[src/rtl/pipe_mux_n_if.sv]
// Handshake bundle between an upstream producer, the pipe_mux_n skid mux and its consumer.
// Latency: none; this file only groups wires.
// Backpressure: in_ready / out_ready carry flow control in each direction.
interface pipe_mux_n_if #(
    parameter int WIDTH  = 32,
    parameter int NUM_IN = 4,
    parameter int SEL_W  = 2
);
    logic [NUM_IN*WIDTH-1:0] in;
    logic [SEL_W-1:0]        sel;
    logic                    in_valid;
    logic                    in_ready;
    logic                    flush;
    logic [WIDTH-1:0]        out;
    logic                    out_valid;
    logic                    out_ready;
    logic                    err;
    logic [7:0]              err_cnt;
    logic                    err_clr;

    // Producer/consumer side: drives offers, flush, consume and error clear.
    modport master (
        output in, sel, in_valid, flush, out_ready, err_clr,
        input  in_ready, out, out_valid, err, err_cnt
    );

    // Mux side.
    modport slave (
        input  in, sel, in_valid, flush, out_ready, err_clr,
        output in_ready, out, out_valid, err, err_cnt
    );
endinterface

[src/rtl/pipe_mux_n.sv]
// N:1 channel select at accept time into a 2-entry skid buffer (head drives out, skid behind).
// Latency: 1 cycle from accept into an empty buffer to out_valid; one transfer/cycle sustained.
// Backpressure: in_ready is registered (skid empty); out_ready never reaches in_ready combinationally.
module pipe_mux_n #(
    parameter int WIDTH  = 32,
    parameter int NUM_IN = 4,
    parameter int SEL_W  = 2
) (
    input  logic        clk,
    input  logic        reset,
    pipe_mux_n_if.slave bus
);
    typedef enum logic [1:0] {
        EMPTY = 2'd0,
        ONE   = 2'd1,
        FULL  = 2'd2
    } state_t;

    state_t           state_q, state_n;
    logic [WIDTH-1:0] head_q, head_n;
    logic [WIDTH-1:0] skid_q, skid_n;
    logic             in_ready_q, in_ready_n;
    logic             err_q, err_n;
    logic [7:0]       err_cnt_q, err_cnt_n;
    logic [WIDTH-1:0] sel_dat;
    logic             sel_hit;
    logic             acc_in;
    logic             acc_out;

    // Pick channel sel from the flattened bus; a select with no matching channel yields zero data.
    always_comb begin
        sel_dat = '0;
        sel_hit = 1'b0;
        for (int k = 0; k < NUM_IN; k++) begin
            if (bus.sel == SEL_W'(k)) begin
                sel_dat = bus.in[k*WIDTH +: WIDTH];
                sel_hit = 1'b1;
            end
        end
    end

    // A flushed offer is dropped, so it is neither stored nor counted as an error.
    assign acc_in  = bus.in_valid & in_ready_q & ~bus.flush;
    assign acc_out = (state_q != EMPTY) & bus.out_ready;

    // Occupancy FSM and data movement; vacated registers are zeroed so out reads zero when idle.
    always_comb begin
        state_n = state_q;
        head_n  = head_q;
        skid_n  = skid_q;
        case (state_q)
            EMPTY: begin
                if (acc_in) begin
                    state_n = ONE;
                    head_n  = sel_dat;
                end
            end
            ONE: begin
                if (acc_in && acc_out) begin
                    head_n = sel_dat;
                end else if (acc_in) begin
                    state_n = FULL;
                    skid_n  = sel_dat;
                end else if (acc_out) begin
                    state_n = EMPTY;
                    head_n  = '0;
                end
            end
            FULL: begin
                if (acc_out) begin
                    state_n = ONE;
                    head_n  = skid_q;
                    skid_n  = '0;
                end
            end
            default: begin
                state_n = EMPTY;
                head_n  = '0;
                skid_n  = '0;
            end
        endcase
        if (bus.flush) begin
            state_n = EMPTY;
            head_n  = '0;
            skid_n  = '0;
        end
        in_ready_n = (state_n != FULL);
    end

    // Sticky error and saturating count of accepted out-of-range selects; clear has priority.
    always_comb begin
        err_n     = err_q;
        err_cnt_n = err_cnt_q;
        if (bus.err_clr) begin
            err_n     = 1'b0;
            err_cnt_n = 8'd0;
        end else if (acc_in && !sel_hit) begin
            err_n = 1'b1;
            if (err_cnt_q != 8'hFF) begin
                err_cnt_n = err_cnt_q + 8'd1;
            end
        end
    end

    // State registers with synchronous active-low reset overriding everything else.
    always_ff @(posedge clk) begin
        if (!reset) begin
            state_q    <= EMPTY;
            head_q     <= '0;
            skid_q     <= '0;
            in_ready_q <= 1'b1;
            err_q      <= 1'b0;
            err_cnt_q  <= 8'd0;
        end else begin
            state_q    <= state_n;
            head_q     <= head_n;
            skid_q     <= skid_n;
            in_ready_q <= in_ready_n;
            err_q      <= err_n;
            err_cnt_q  <= err_cnt_n;
        end
    end

    assign bus.out       = head_q;
    assign bus.out_valid = (state_q != EMPTY);
    assign bus.in_ready  = in_ready_q;
    assign bus.err       = err_q;
    assign bus.err_cnt   = err_cnt_q;
endmodule

[src/flat_wrapper.sv]
// flat-port wrapper written by rule: the top's interface ports become plain ports
module pipe_mux_n_flat 
#(
    parameter int WIDTH  = 32,
    parameter int NUM_IN = 4,
    parameter int SEL_W  = 2
)
  (clk, reset, bus_in, bus_sel, bus_in_valid, bus_flush, bus_out_ready, bus_err_clr, bus_in_ready, bus_out, bus_out_valid, bus_err, bus_err_cnt);
  pipe_mux_n_if #(.WIDTH(WIDTH), .NUM_IN(NUM_IN), .SEL_W(SEL_W)) bus_i ();
  input  logic clk;
  input  logic reset;
  input wire logic [$bits(bus_i.in)-1:0] bus_in;
  input wire logic [$bits(bus_i.sel)-1:0] bus_sel;
  input wire logic [$bits(bus_i.in_valid)-1:0] bus_in_valid;
  input wire logic [$bits(bus_i.flush)-1:0] bus_flush;
  input wire logic [$bits(bus_i.out_ready)-1:0] bus_out_ready;
  input wire logic [$bits(bus_i.err_clr)-1:0] bus_err_clr;
  output wire logic [$bits(bus_i.in_ready)-1:0] bus_in_ready;
  output wire logic [$bits(bus_i.out)-1:0] bus_out;
  output wire logic [$bits(bus_i.out_valid)-1:0] bus_out_valid;
  output wire logic [$bits(bus_i.err)-1:0] bus_err;
  output wire logic [$bits(bus_i.err_cnt)-1:0] bus_err_cnt;
  assign bus_i.in = bus_in;
  assign bus_i.sel = bus_sel;
  assign bus_i.in_valid = bus_in_valid;
  assign bus_i.flush = bus_flush;
  assign bus_i.out_ready = bus_out_ready;
  assign bus_i.err_clr = bus_err_clr;
  assign bus_in_ready = bus_i.in_ready;
  assign bus_out = bus_i.out;
  assign bus_out_valid = bus_i.out_valid;
  assign bus_err = bus_i.err;
  assign bus_err_cnt = bus_i.err_cnt;
  pipe_mux_n #(.WIDTH(WIDTH), .NUM_IN(NUM_IN), .SEL_W(SEL_W)) u_core (.clk(clk), .reset(reset), .bus(bus_i));
endmodule
[config.mk]
export PLATFORM = sky130hd
export DESIGN_NAME = pipe_mux_n_flat
export DESIGN_NICKNAME = d
export VERILOG_FILES = /design/src/rtl/pipe_mux_n_if.sv /design/src/rtl/pipe_mux_n.sv /design/src/flat_wrapper.sv
export SDC_FILE = /design/constraint.sdc
export NUM_CORES = 1
export LEC_CHECK = 0
export CAP_MARGIN = 20
export CORE_UTILIZATION = 40
export CTS_CLUSTER_DIAMETER = 50
export DETAILED_ROUTE_END_ITERATION = 6
export PLACE_DENSITY = 0.84
export SYNTH_ARGS = -nofsm -noshare
export SYNTH_HDL_FRONTEND = slang
export SYNTH_SLANG_ARGS = --single-unit
[constraint.sdc]
create_clock -name clk -period 1.7 [get_ports clk]
set_input_delay 0.34 -clock clk [delete_from_list [all_inputs] [get_ports clk]]
set_output_delay 0.34 -clock clk [all_outputs]
set_load 0.01 [all_outputs]
# Word-level counts from Yosys, hierarchy flattened
# Cells that the tools add are included.
[classes] n_reduce_logical=11 add_sub_neg=1 bitwise=6 eq_ne=13 muxes=23
[op_table] operator="2-to-1 mux 32 bit" count=10
[op_table] operator="one-hot mux 32 bit (3 select lines)" count=2
[op_table] operator="2-to-1 mux 2 bit" count=6
[op_table] operator="adder 8 x 1 -> 8 bit, second input constant" count=1
[op_table] operator="inequality test 8 bit, second input constant" count=1
[op_table] operator="AND reduction 4 bit" count=2
[op_table] operator="== test 2 bit, second input constant" count=3
[op_table] operator="inequality test 2 x 1 -> 1 bit, second input constant" count=3
[op_table] operator="one-hot mux 2 bit (3 select lines)" count=1
[op_table] operator="== test 2 x 1 -> 1 bit, second input constant" count=2
[op_table] operator="logical NOT 2 bit" count=2
[op_table] operator="2-to-1 mux 1 bit" count=4
[op_table] operator="inequality test 2 bit, second input constant" count=2
[op_table] operator="OR reduction 2 bit" count=2
[op_table] operator="AND 1 bit" count=3
[op_table] operator="inequality test 3 x 1 -> 1 bit, second input constant" count=1
[op_table] operator="inequality test 3 bit, second input constant" count=1
[op_table] operator="inverter 1 bit" count=3
[op_table] operator="logical AND 1 bit" count=2
[op_table] operator="AND reduction 2 bit" count=1
[op_table] operator="nonzero test 2 bit" count=1
[op_table] operator="logical NOT 1 bit" count=1
[word_totals] wordCells=60 reg_bits=76 input_bits=136

# Longest topological paths before layout
# Gate-level depths: netlist (run 1).
[logic_depth] word_depth=8 mapped_depth=6

# Worst setup path after synthesis (run 1)
# No wires, ideal clock.
[synth_path] kind="input port to flip-flop" start="input port bus_sel[0]" end="register u_core.head_q[1] (netlist: u_core.bus.out[1])" path_slack_ps=147 arrival_time_ps=1439 path_stages=5 setup_ps=114 t_required_ps=1586 path_buffers=2 cell_sequence="buf_6 -> buf_12 -> mux4_2 -> a22o_1 -> a21o_1"
[synth_via] elab_chain_len=7 word_cells_on_any_way=11
[synth_lines] item="start: declaration" line_no="flat_wrapper.sv:13" text="input wire logic [$bits(bus_i.sel)-1:0] bus_sel;"
[synth_lines] item="logical NOT 2 bit" line_no="pipe_mux_n.sv:35" text="if (bus.sel == SEL_W'(k)) begin"
[synth_lines] item="2-to-1 mux 32 bit (3 in series)" line_no="pipe_mux_n.sv:35"
[synth_lines] item="2-to-1 mux 32 bit *" line_no="pipe_mux_n.sv:35"
[synth_lines] item="2-to-1 mux 32 bit (on tied branches)" line_no="pipe_mux_n.sv:59, pipe_mux_n.sv:53"
[synth_lines] item="one-hot mux 32 bit (3 select lines) *" line_no="pipe_mux_n.sv:51" text="case (state_q)"
[synth_lines] item="end signal: assignment" line_no="pipe_mux_n.sv:116" text="head_q <= head_n;"
[synth_lines] item="end: declaration" line_no="pipe_mux_n.sv:20" text="logic [WIDTH-1:0] head_q, head_n;"
# Every way passes the cells marked *; elsewhere a longest branch is shown, timed or not. The select of a mux whose other input is x is not followed.
# A chain may end at the register's enable or synchronous reset.

# Final worst setup path (run 1)
[layout_path] start="input port bus_flush" end="register u_core.head_q[23] (netlist: u_core.bus.out[23])"
[layout_via] elab_chain_len=5 word_cells_on_any_way=10
[layout_lines] item="start: declaration" line_no="flat_wrapper.sv:15" text="input wire logic [$bits(bus_i.flush)-1:0] bus_flush;"
[layout_lines] item="inverter 1 bit" line_no="pipe_mux_n.sv:43" text="assign acc_in = bus.in_valid & in_ready_q & ~bus.flush;"
[layout_lines] item="AND 1 bit" line_no="pipe_mux_n.sv:43"
[layout_lines] item="logical AND 1 bit" line_no="pipe_mux_n.sv:59" text="if (acc_in && acc_out) begin"
[layout_lines] item="inequality test 3 bit (no source line), or another cell as far along"
[layout_lines] item="AND reduction 4 bit (no source line) or one-hot mux 32 bit (3 select lines) (tied branches)"
# Several ways; a longest one is shown, not always the timed one.

==> metrics, run 1 <==
Post-synth EDFFs=0; Initial Util=41.1%; largest net degree at the start of global routing=33; RSZ-0062 raised after global routing=no; TritonRoute pass-1 iters=4; Die H=96.7 um; layout cells sized above 1=24.6%; Worst EP arrival=1930 ps; post-synthesis cell count=263; Slew Viols, Final=0; hold crit path type=reg2reg; Final Routed Wirelength=9320 um; vias per cell=5.36; CP required=1980 ps; detailed-route DRC error count=0; sequential share of the synthesized area=42.4%; first-pass GRT wire length=15400 um; Setup TNS Final=0 ps; CTS buffer count=9; critical path's slowest cell=clkdlybuf4s50_1; Die Wd=96.7 um; Detail Route Antenna Nets=0; mean post-synth cell area=13.6 um^2; YS warnings=0; Clock Skews=7.82 ps; WL/cell=16.4 um; 1st-iter DRT viols=62; asr flop ratio synth=0%; H-Tree Depth=3; Yosys cell types=32; Crit. Startpoint=bus_flush; via count=3041; dpl hpwl=6920 um; Antenna Cells=0; most frequent cells in the layout=clkdlybuf4s50_1, dfxtp_1, a22o_1; metal3 WL=652 um; Worst Tran Pin Value=412 ps; Root Buffer=clkbuf_8; critical path's top delay family=buffers and inverters; max_slew headroom=72.5%; vias in the first global route=3194; metal2 WL=4790 um; hold path startpoint=u_core.bus.out[1]$_SDFFE_PP0P_; syn_nets=399; Syn-to-layout area delta=63.9%; Final Setup Violations=0; crit path time final=1650 ps; period utilisation layout=96.8%; CTS tree=built; CORE AREA=8720 um^2; Power per Cell Area=729 nW/um^2; Final WS setup=53.8 ps; Max clock buf depth=2; Buffers on Ports=178; worst-path maximum fanout=21; clock tree sinks=76; area leader, netlist=dfxtp_1; Total GRT Usage=20.6%; num rows=34; die area=9350 um^2; GP Congestion=0.685; Clock Pin Slew Worst Setup and Hold Paths=70 ps; Leakage=0.00246 uW; uppermost layer routed=met4; Setup crit end kind=register; antenna violations before repair=0; worst ir drop on vdd=0.426 mV; Worst-Skew Late Latency=330 ps; Synth area leaders=dfxtp_1, mux4_2, a22o_1, a22o_2, a21o_1; grt ovf=0; status=complete, no violations; maxcap violations=0; pre-CTS setup slack=-526 ps; WS Path Type=in2reg; worst r2r src=u_core.state_q[0]$_SDFF_PN0_; mapped cell area=3590 um^2; f_max=0.607 GHz; Yosys top cell area share=42.4%; Nets=591; final hold vios=0; met1 WL=3720 um; Critical Path Source Type=primary input; overall power=4290 uW; CP Cell Sequence=clkdlybuf4s50_1, buf_4, nor4bb_4, or3b_4, a21oi_4, buf_12, a21o_1; #FFs+latches synth=76; IO Pins=179; CP Buf/Inv Count=3; Largest stage delay, worst path=500 ps; Main synth FF type=dfxtp_1; most common cell after layout, fill and taps aside=clkdlybuf4s50_1
## per-layer routing
metal,GRT usage (%),vias to the layer above
met5,0,-
met2,37.8,129
li1,-,1439
met3,5.20,13
met1,22.8,1460
met4,7.69,0
## sequential cells by signal, summed over array words and instances, names as in the netlist
| signal | cells |
|---|---|
| u_core.bus.out | 32 |
| u_core.skid_q | 32 |
| u_core.bus.err_cnt | 8 |
| u_core.state_q | 2 |
| u_core.bus.err | 1 |
| u_core.bus.in_ready | 1 |
## final cells by class
| class | instances | area, um^2 |
|---|---|---|
| timing repair buffer | 204 | 2090 |
| inverter | 2 | 7.51 |
| clock buffer | 11 | 141 |
| fill | 651 | 2840 |
| tap | 108 | 135 |
| clock inverter | 4 | 97.6 |
| multi-input combinational | 162 | 1880 |
| sequential | 76 | 1520 |
## synth_stat cells (2+ instances only)
cell type,n
a22o_1,36
or2_2,2
a21oi_1,2
nor2_1,2
a22o_2,28
buf_2,9
buf_12,3
and2_1,9
buf_6,8
nand2_1,3
mux4_1,2
mux2i_1,2
a21o_1,32
mux4_2,30
nor4_4,2
clkbuf_1,2
dfxtp_1,76
## metrics by stage
step                util, %  instances  cell area, um^2  hold slack [ps]
CTS                    66.8        565             5830              454
floorplan                 -        263             3590              432
global placement       63.9        549             5570              432
finish                 67.4        567             5880              449
detailed placement     63.9        549             5570              438
global route           67.4        567             5880              469
## cell families (layout without fill, tap and decap cells)
group	count (synthesis)	after routing	share of synthesized area [%]
muxes	34	34	20.9
buffers and inverters	26	221	6.17
and+or+nand+nor	26	26	6.07
AOI/OAI and AO/OA	101	102	24.5
DFF	76	76	42.4
## power breakdown
part	total (uW)	internal [uW]	leakage, uW	switching, uW
Combinational	812	555	0.00173	257
Sequential	1840	1820	0.000615	19.6
Clock	1640	1010	0.000116	629
## worst paths after layout
| kind | to | slack, ps | depth (start not counted) |
|---|---|---|---|
| hold / removal | u_core.bus.out[1]$_SDFFE_PP0P_ | 450 | 1 |
| setup reg to reg | u_core.skid_q[18]$_SDFFE_PP0P_ | 150 | 6 |
| setup / recovery | u_core.bus.out[23]$_SDFFE_PP0P_ | 50 | 7 |
| hold reg to reg | u_core.bus.out[1]$_SDFFE_PP0P_ | 450 | 1 |
## timing repair
action / in CTS / in global routing
setup buffers: 0 / 2
hold buffers: 0 / 0
setup endpoints to repair: 33 / 41
pin swaps: 1 / 2
gates cloned: 1 / 0
gates resized for setup: 3 / 3
Note: power is estimated with default switching activity, not from simulation.
==> run 2: changes to the inputs <==
ABC_CLOCK_PERIOD_IN_PS = 1700   (was unset)
SLEW_MARGIN = 5   (was unset)
==> results of run 2 <==
The final DEF is identical to that of run 1; final timing and power are the same.
==> run 3: changes to the inputs <==
CORE_ASPECT_RATIO = 0.7   (was unset)
==> run 3 against run 2 <==
  * Critical path depth unchanged
  * Design area grew 2.5%
  * Power grew 5.2%
  * Die area about the same
  * Hold slack got worse by 3.0 ps
  * Sequential power barely moved
  * Flip-flop and latch count stayed put
  * Wire length rose by 13%
  * Register-to-register slack worse by 60 ps
  * Non-clock buffer count rose by 4
==> metrics, run 3 (synthesis gave the netlist of run 1 again) <==
status=complete, no violations (unchanged); IO Pins=179 (unchanged); Final Setup Violations=0 (unchanged); vias in the first global route=3177 (was 3194); via count=3120 (was 3041); hold crit path type=reg2reg (unchanged); Worst EP arrival=1920 ps (was 1930 ps); WS Path Type=in2reg (unchanged); Detail Route Antenna Nets=0 (unchanged); detailed-route DRC error count=0 (unchanged); H-Tree Depth=3 (unchanged); period utilisation layout=97.3% (was 96.8%); Total GRT Usage=22.0% (was 20.6%); CTS tree=built (unchanged); num rows=28 (was 34); crit path time final=1650 ps (about the same); Cell Area, Placed=5570 um^2 (about the same); worst-path maximum fanout=12 (was 21); Worst-Skew Late Latency=320 ps (was 330 ps); layout cells sized above 1=25.4% (was 24.6%); die area=9360 um^2 (was 9350 um^2); worst ir drop on vdd=0.611 mV (was 0.426 mV); Setup crit end kind=register (unchanged); Root Buffer=clkbuf_16 (was clkbuf_8); RSZ-0062 raised after global routing=no (unchanged); Die Wd=115 um (was 96.7 um); first-pass GRT wire length=15600 um (was 15400 um); largest net degree at the start of global routing=33 (unchanged); Leakage=0.00255 uW (was 0.00246 uW); Fillers=623 (was 651); antenna violations before repair=0 (unchanged); Final WS setup=46.4 ps (was 53.8 ps); Syn-to-layout area delta=67.9% (was 63.9%); clock tree sinks=76 (unchanged); max_slew headroom=61.7% (was 72.5%); final instance area=6020 um^2 (was 5880 um^2); R2R Setup Slk=90 ps (was 150 ps); Die H=81.2 um (was 96.7 um); Layout Utilization=70.2% (was 67.4%); most common cell after layout, fill and taps aside=clkdlybuf4s50_1 (unchanged); Final Routed Wirelength=10500 um (was 9320 um); Clock Skews=6.79 ps (was 7.82 ps); CORE AREA=8580 um^2 (was 8720 um^2); CTS buffer count=9 (unchanged); Antenna Cells=0 (unchanged); Nets=595 (was 591); 1st-iter DRT viols=121 (was 62); hold buffers post-CTS=0 (unchanged); Initial Util=41.8% (was 41.1%); final hold vios=0 (unchanged); GP Congestion=0.713 (was 0.685); Critical Path Source Type=primary input (unchanged); CP required=1960 ps (was 1980 ps); Max clock buf depth=2 (unchanged); pre-CTS setup slack=-502 ps (was -526 ps); Clock Pin Slew Worst Setup and Hold Paths=50 ps (was 70 ps); Setup TNS Final=0 ps (unchanged); Worst Tran Pin Value=573 ps (was 412 ps); vias per cell=5.34 (was 5.36); Buffers on Ports=178 (unchanged); TritonRoute pass-1 iters=4 (unchanged); placed insts=560 (was 549); Slew Viols, Final=0 (unchanged); grt ovf=0 (unchanged); maxcap violations=0 (unchanged); most frequent cells in the layout=clkdlybuf4s50_1, dfxtp_1, a22o_1 (unchanged); Power per Cell Area=749 nW/um^2 (was 729 nW/um^2); f_max=0.605 GHz (was 0.607 GHz); Finished Layout Cells=584 (was 567); dpl hpwl=7360 um (was 6920 um); WL/cell=18.0 um (was 16.4 um)
## run 3: worst paths after layout
| path | start | endpoint | cells after the start |
|---|---|---|---|
| setup / recovery | reset | u_core.skid_q[6]$_SDFFE_PP0P_ | 7 |
| hold / removal | u_core.bus.out[18]$_SDFFE_PP0P_ | u_core.bus.out[18]$_SDFFE_PP0P_ | 1 |
| setup reg to reg | u_core.state_q[1]$_SDFF_PN0_ | u_core.bus.out[3]$_SDFFE_PP0P_ | 6 |
| hold reg to reg | u_core.bus.out[18]$_SDFFE_PP0P_ | u_core.bus.out[18]$_SDFFE_PP0P_ | 1 |
## run 3: final cells by class
| class | instances | area (um^2) | area share, % |
|---|---|---|---|
| Clock inverter | 6 | 65.1 | 1.08 |
| Inverter | 2 | 7.51 | 0.125 |
| Sequential cell | 76 | 1520 | 25.3 |
| Clock buffer | 10 | 229 | 3.80 |
| Tap cell | 120 | 150 | 2.49 |
| Timing Repair Buffer | 208 | 2160 | 35.8 |
| Multi-Input combinational cell | 162 | 1890 | 31.4 |
## run 3: critical path: stages
cell and delay [ps]:
clkdlybuf4s50_1 540, nand2b_4 120, buf_4 170, nor4_4 240, buf_4 190, clkbuf_16 170, a22o_2 130
## run 3: power by group
group	switching, uW	leakage [uW]	internal, uW
logic	273	0.00179	560
clock network	699	0.000142	1140
registers	21.3	0.000615	1820
total	993	0.00255	3520
## run 3: what timing repair did
| action | in CTS | in global routing |
|---|---|---|
| setup endpoints to repair | 33 | 64 |
| endpoints found under the hold margin | 0 | 0 |
| resized for setup | 3 | 6 |
| cloned | 1 | 4 |
| pin swaps | 1 | 4 |
| setup buffers | 0 | 3 |
## run 3: per-stage QoR
step	hold WS, ps	power [uW]
floorplan	432	2210
global placement	433	2650
detailed placement	438	2670
CTS	450	4510
global route	459	4660
finish	446	4510
## run 3: per-layer routing
layer	vias to the layer above	part of all wire, %	track usage (%)
met2	154	49	40.3
li1	1448	-	-
met1	1504	42	26.1
met3	14	8.1	5.22
met5	-	0	0
met4	0	1.1	5.71
